`src/rtl/div_wb_pkg.sv`:
```
// Shared types and constants for the div_wb write-back divider.
package div_wb_pkg;

  typedef enum logic [1:0] {
    StIdle = 2'd0,
    StCalc = 2'd1,
    StDone = 2'd2
  } div_state_e;

  localparam int unsigned DivCycles = 32;
  localparam logic [31:0] DivZeroQ  = 32'hFFFF_FFFF;

  function automatic logic [31:0] neg32(input logic [31:0] v);
    return ~v + 32'd1;
  endfunction

endpackage

```
`src/rtl/div_step.sv`:
```
// One restoring-division iteration: shift in a dividend bit, trial-subtract the divisor.
module div_step #(
  parameter int unsigned DIV_W = 32
) (
  input  logic [DIV_W:0]   rem_in,
  input  logic             dvd_bit,
  input  logic [DIV_W-1:0] divisor,
  output logic [DIV_W:0]   rem_out,
  output logic             q_bit
);

  logic [DIV_W+1:0] shifted;
  logic [DIV_W:0]   diff;

  always_comb begin
    shifted = {rem_in, dvd_bit};
    q_bit   = shifted >= {2'b00, divisor};
    diff    = shifted[DIV_W:0] - {1'b0, divisor};
    rem_out = q_bit ? diff : shifted[DIV_W:0];
  end

endmodule

```
`src/rtl/div_wb.sv`:
```
// Multi-cycle 32-bit divider with a single-cycle regfile write-back pulse.
// Define DIV_SIGNED_EN to enable signed operation (op_signed); otherwise all ops are unsigned.
module div_wb
  import div_wb_pkg::*;
#(
  parameter int unsigned DIV_W = 32,
  parameter int unsigned CNT_W = 6
) (
  input  logic             clk,
  input  logic             rst,
  input  logic             start,
  input  logic             op_signed,
  input  logic             op_rem,
  input  logic [DIV_W-1:0] dividend,
  input  logic [DIV_W-1:0] divisor,
  input  logic [4:0]       dst_addr,
  input  logic             annul,
  output logic             busy,
  output logic             wreg,
  output logic [4:0]       waddr,
  output logic [DIV_W-1:0] wdata,
  output logic             div_zero
);

  div_state_e       state_q;
  logic [CNT_W-1:0] cnt_q;
  logic [DIV_W:0]   rem_q;
  logic [DIV_W-1:0] quo_q;
  logic [DIV_W-1:0] dvs_q;
  logic             rem_sel_q;
  logic [4:0]       addr_q;
  logic             neg_q_q;
  logic             neg_r_q;

  logic [DIV_W:0]   rem_next;
  logic             q_bit;
  logic [DIV_W-1:0] dvd_mag, dvs_mag;
  logic [DIV_W-1:0] q_raw, r_raw, q_fin, r_fin;
  logic             dvd_neg, dvs_neg;
  logic             unused_bits;

  div_step #(
    .DIV_W(DIV_W)
  ) u_step (
    .rem_in (rem_q),
    .dvd_bit(quo_q[DIV_W-1]),
    .divisor(dvs_q),
    .rem_out(rem_next),
    .q_bit  (q_bit)
  );

  // The dividend register doubles as the quotient shift register.
  assign q_raw = {quo_q[DIV_W-2:0], q_bit};
  assign r_raw = rem_next[DIV_W-1:0];

`ifdef DIV_SIGNED_EN
  always_comb begin
    dvd_neg     = op_signed & dividend[DIV_W-1];
    dvs_neg     = op_signed & divisor[DIV_W-1];
    dvd_mag     = dvd_neg ? neg32(dividend) : dividend;
    dvs_mag     = dvs_neg ? neg32(divisor) : divisor;
    q_fin       = neg_q_q ? neg32(q_raw) : q_raw;
    r_fin       = neg_r_q ? neg32(r_raw) : r_raw;
    unused_bits = rem_next[DIV_W];
  end
`else
  always_comb begin
    dvd_neg     = 1'b0;
    dvs_neg     = 1'b0;
    dvd_mag     = dividend;
    dvs_mag     = divisor;
    q_fin       = q_raw;
    r_fin       = r_raw;
    unused_bits = rem_next[DIV_W] ^ op_signed ^ neg_q_q ^ neg_r_q;
  end
`endif

  always_ff @(posedge clk) begin
    if (rst) begin
      state_q   <= StIdle;
      cnt_q     <= '0;
      rem_q     <= '0;
      quo_q     <= '0;
      dvs_q     <= '0;
      rem_sel_q <= 1'b0;
      addr_q    <= '0;
      neg_q_q   <= 1'b0;
      neg_r_q   <= 1'b0;
      busy      <= 1'b0;
      wreg      <= 1'b0;
      waddr     <= '0;
      wdata     <= '0;
      div_zero  <= 1'b0;
    end else begin
      wreg     <= 1'b0;
      waddr    <= '0;
      wdata    <= '0;
      div_zero <= 1'b0;
      unique case (state_q)
        StIdle: begin
          if (start && !annul) begin
            rem_sel_q <= op_rem;
            addr_q    <= dst_addr;
            neg_q_q   <= dvd_neg ^ dvs_neg;
            neg_r_q   <= dvd_neg;
            cnt_q     <= '0;
            rem_q     <= '0;
            quo_q     <= dvd_mag;
            dvs_q     <= dvs_mag;
            if (divisor == '0) begin
              // Zero divisor skips iteration; remainder is the raw dividend.
              state_q  <= StDone;
              div_zero <= 1'b1;
              wreg     <= dst_addr != 5'd0;
              waddr    <= dst_addr;
              wdata    <= (dst_addr == 5'd0) ? '0 : (op_rem ? dividend : DivZeroQ);
            end else begin
              state_q <= StCalc;
              busy    <= 1'b1;
            end
          end
        end
        StCalc: begin
          if (annul) begin
            state_q <= StIdle;
            busy    <= 1'b0;
            cnt_q   <= '0;
          end else begin
            rem_q <= rem_next;
            quo_q <= q_raw;
            cnt_q <= cnt_q + 1'b1;
            if (cnt_q == CNT_W'(DivCycles - 1)) begin
              state_q <= StDone;
              busy    <= 1'b0;
              wreg    <= addr_q != 5'd0;
              waddr   <= addr_q;
              wdata   <= (addr_q == 5'd0) ? '0 : (rem_sel_q ? r_fin : q_fin);
            end
          end
        end
        StDone: begin
          state_q <= StIdle;
          cnt_q   <= '0;
        end
        default: state_q <= StIdle;
      endcase
    end
  end

endmodule

```
`config.mk`:
```
export PLATFORM = sky130hd
export DESIGN_NAME = div_wb
export DESIGN_NICKNAME = d
export VERILOG_FILES = /design/src/rtl/div_wb_pkg.sv /design/src/rtl/div_step.sv /design/src/rtl/div_wb.sv
export SDC_FILE = /design/constraint.sdc
export NUM_CORES = 1
export LEC_CHECK = 0
export BUFFER_PORTS_ARGS = -buffer_cell sky130_fd_sc_hd__buf_4
export CORE_MARGIN = 3
export CORE_UTILIZATION = 50
export CTS_CLUSTER_DIAMETER = 30
export DETAILED_ROUTE_END_ITERATION = 8
export GPL_TIMING_DRIVEN = 0
export HOLD_SLACK_MARGIN = 0.1
export MAX_ROUTING_LAYER = met4
export PLACE_DENSITY = 0.71
export SETUP_SLACK_MARGIN = 0.15
export SYNTH_ARGS = -nofsm -noshare
export SYNTH_HDL_FRONTEND = slang
export SYNTH_HIERARCHICAL = 1
export SYNTH_SLANG_ARGS = --single-unit
```
`constraint.sdc`:
```
create_clock -name clk -period 4.2 [get_ports clk]
set_input_delay 0.84 -clock clk [delete_from_list [all_inputs] [get_ports clk]]
set_output_delay 0.84 -clock clk [all_outputs]
set_load 0.1 [all_outputs]
```
==> results.py <==
metrics = {
    "logic_synthesis": {
        "yosys_warnings": 6,
        "synth_enable_flop_cells": 0,
        "synthesis.area_per_instance_um2": 8.259,
        "postSynth.topFlopCell": "dfxtp_1",
        "synth.mux.area_fraction_pct": 7.952,
        "synth_xor_area_share_pct": 3.000,
        "synth-async-reset-ratio_pct": 0,
        "synthesized_instance_count": 1025,
        "synth_top_family_by_area": "compound AO/OA/AOI/OAI gates",
        "ys_seq_area_share_pct": 35.71,
        "synth.cell_area_um2": 8466,
        "yosys_register_bits": 151,
        "post_synth_fa_ha_maj_area_fraction_pct": 5.114,
        "syn-num-nets": 1134,
        "synth_compound_gate_area_share_pct": 21.81,
        "synth.lib_cells_used.distinct": 69,
        "post_synth_and_or_nand_nor_area_fraction_pct": 20.85,
    },
    "detailed_routing": {
        "wire_per_inst_um": 18.45,
        "firstDrtPassIters": 5,
        "routed_via_density": 5.781,
        "wl_um": 25550,
        "vias": 8007,
        "violation_count_after_the_first_detailed_route_iteration": 610,
        "ant_nets": 0,
        "detail_route.drc_violations": 0,
    },
    "place": {
        "dpl-instance-area_um2": 9577,
        "dp.final_hpwl_um": 19370,
        "port_buffers": 112,
        "finalWeightedCongestion": 0.9138,
    },
    "setup_path": {
        "ff2ff_path_depth": 15,
        "worstPathRequired_ns": 4.56,
        "category_of_the_most_critical_setup_path": "reg -> reg",
        "cp_data_arrival_time_ns": 3.96,
        "reg2reg_from": "quo_q[31]",
        "reg2reg_setup_slack_ns": 0.61,
        "regToRegEndpoint": "rem_q[28]",
        "critical_path.startpoint": "quo_q[31]",
        "start_kind": "flip-flop",
        "cp-end-kind": "flip-flop",
        "worst_setup_ep": "rem_q[28]",
        "peak_fanout_along_the_critical_path": 11,
    },
    "clock_tree": {
        "ctsLongestPathBuffers": 2,
        "cts_tree": "done",
        "clockRootBuffer": "clkbuf_16",
        "htree_levels": 4,
        "cts_setup_buffers": 0,
        "tritoncts.num_buffers": 17,
        "clk_transition_reported_paths_ns": 0.06,
        "cts.hold.buffers_added": 0,
        "cts_sinks": 151,
        "worstSkewPairLatency_ns": 0.43,
        "cts_resized": 0,
    },
    "floorplanning": {
        "core-area_um2": 16230,
        "die-height_um": 136.1,
        "ioPinCount": 115,
        "die-area_um2": 18530,
        "die_x_um": 136.1,
        "floorplan.rows": 46,
        "initial_core_utilization_pct": 52.16,
    },
    "timing": {
        "setup_repair_after_global_routing_missed_its_margin": "no",
        "post-route-period-util_pct": 85.56,
        "maxSlewHeadroom_pct": 40.62,
        "tightestPinTransition_ns": 0.8907,
        "clock_tree_skew_after_final_layout_ns": 0.009368,
        "setup-tns-final_ns": 0,
        "hold_violations": 0,
        "slew_violations": 0,
        "period_needed_ns": 3.593,
        "max_clock_freq_mhz": 278.3,
        "report.final.setup_viol": 0,
    },
    "global_routing": {
        "grt_util_all_layers_pct": 28.14,
        "grt_antenna_before_repair": 0,
        "grt_pass1_vias": 7605,
        "grt_max_degree": 17,
        "grt_pass1_wl_um": 39610,
        "grt_overflow_total": 0,
    },
    "worst_hold_path": {
        "holdPathStages": 2,
        "kind_of_path_behind_the_tightest_hold_check": "reg -> reg",
    },
    "final_layout": {
        "layout.nets": 1265,
        "fraction_of_final_layout_cells_sized_beyond_drive_strength_1_pct": 16.25,
        "end_of_flow_core_utilization_pct": 62.56,
        "antenna_cells": 0,
        "layout.cells.most_common": "dfxtp_1",
        "flow.area_growth_from_synthesis_pct": 19.94,
        "design_area_um2": 10150,
        "most-common-layout-cells": "151 x dfxtp_1, 123 x a21oi_1, 116 x nand2_1",
    },
    "power": {
        "max-vdd-ir-drop_uv": 322.0,
        "power.total_mw": 4.292,
        "power-per-cell-area_nw_per_um2": 422.7,
        "static-leakage-power_nw": 4.162,
    },
    "outcome": {
        "result_of_the_run": "completed",
    },
    "job": {
        "timing.max_cap.violations": 0,
    },
}
metal layers:
metal  routed length, um  global-route usage, %
met2               12220                  45.60
met1               11160                  35.31
met5                   0                      -
met4                 758                  10.13
met3                1410                  5.033
cell families after synthesis:
group	Yosys count
mux	67
flops	151
simple gates	357
buf+inv	112
fa+ha+maj	34
compound gates	275
xor+xnor	29
through the flow:
| stage | cells | setup WS, ns | hold slack, ns |
|---|---|---|---|
| finish | 1385 | 0.6066 | 0.4537 |
| global route | 1385 | 0.3392 | 0.4776 |
| CTS | 1385 | 0.6849 | 0.4562 |
| detailed placement | 1353 | 0.7093 | 0.4482 |
| global placement | 1353 | 0.6979 | 0.4434 |
| floorplan | 1025 | 1.175 | 0.4363 |
flip-flops by register name (all words and copies together) (netlist names):
| register | flops |
|---|---|
| addr_q | 5 |
| busy | 1 |
| cnt_q | 6 |
| div_zero | 1 |
| dvs_q | 32 |
| quo_q | 32 |
| rem_q | 33 |
| rem_sel_q | 1 |
| state_q | 2 |
| waddr | 5 |
| wdata | 32 |
| wreg | 1 |
where the power goes:
part | switching [mW] | leakage [nW] | internal [mW]
sequential | 0.0428 | 1.23 | 1.49
combinational | 0.764 | 2.66 | 0.488
clock | 0.665 | 0.272 | 0.844
total | 1.47 | 4.16 | 2.82
cells in the mapped netlist (10+ instances only):
| cell type | n | area share [%] |
|---|---|---|
| mux2i_1 | 65 | 7.7 |
| a21o_1 | 10 | 0.89 |
| o21ai_0 | 14 | 0.83 |
| o32ai_1 | 16 | 1.7 |
| dfxtp_1 | 151 | 36 |
| inv_1 | 45 | 2.0 |
| a21oi_1 | 123 | 7.3 |
| ha_1 | 33 | 4.9 |
| clkbuf_1 | 43 | 1.9 |
| buf_2 | 13 | 0.77 |
| nand2_1 | 116 | 5.1 |
| nor3b_1 | 35 | 3.1 |
| a211oi_1 | 34 | 3.0 |
| nor2b_1 | 37 | 2.7 |
| nor2_1 | 106 | 4.7 |
| xor2_1 | 10 | 1.0 |
| xnor2_1 | 19 | 2.0 |
area by class of cell:
class,count,area [um^2]
Clock inverter,14,137.6
Timing Repair Buffer,112,840.8
Buffer,66,297.8
Fill cell,1499,6077
Clock buffer,18,439.2
Tap cell,216,270.3
Multi-Input combinational cell,762,4972
Inverter,46,172.7
Sequential cell,151,3023
worst min path at each step:
stage,start,end
global placement,dvs_q[17],dvs_q[17]
global route,dvs_q[17],dvs_q[17]
detailed placement,dvs_q[13],dvs_q[13]
finish,dvs_q[8],dvs_q[8]
floorplan,dvs_q[10],dvs_q[10]
CTS,dvs_q[4],dvs_q[4]
critical path, stage by stage, from the launching register on:
cell and delay (ns):
dfxtp_1 0.35, inv_1 0.06, ha_1 0.15, inv_1 0.05, fa_1 0.43, a211oi_2 0.27
o211a_1 0.23, o211ai_1 0.10, and2_1 0.22, a31oi_2 0.31, a31oi_4 0.20, clkbuf_1 0.33
a21oi_1 0.42, nor3b_1 0.26, a21oi_1 0.06, nor2_1 0.09
(Power assumes the default switching activity.)
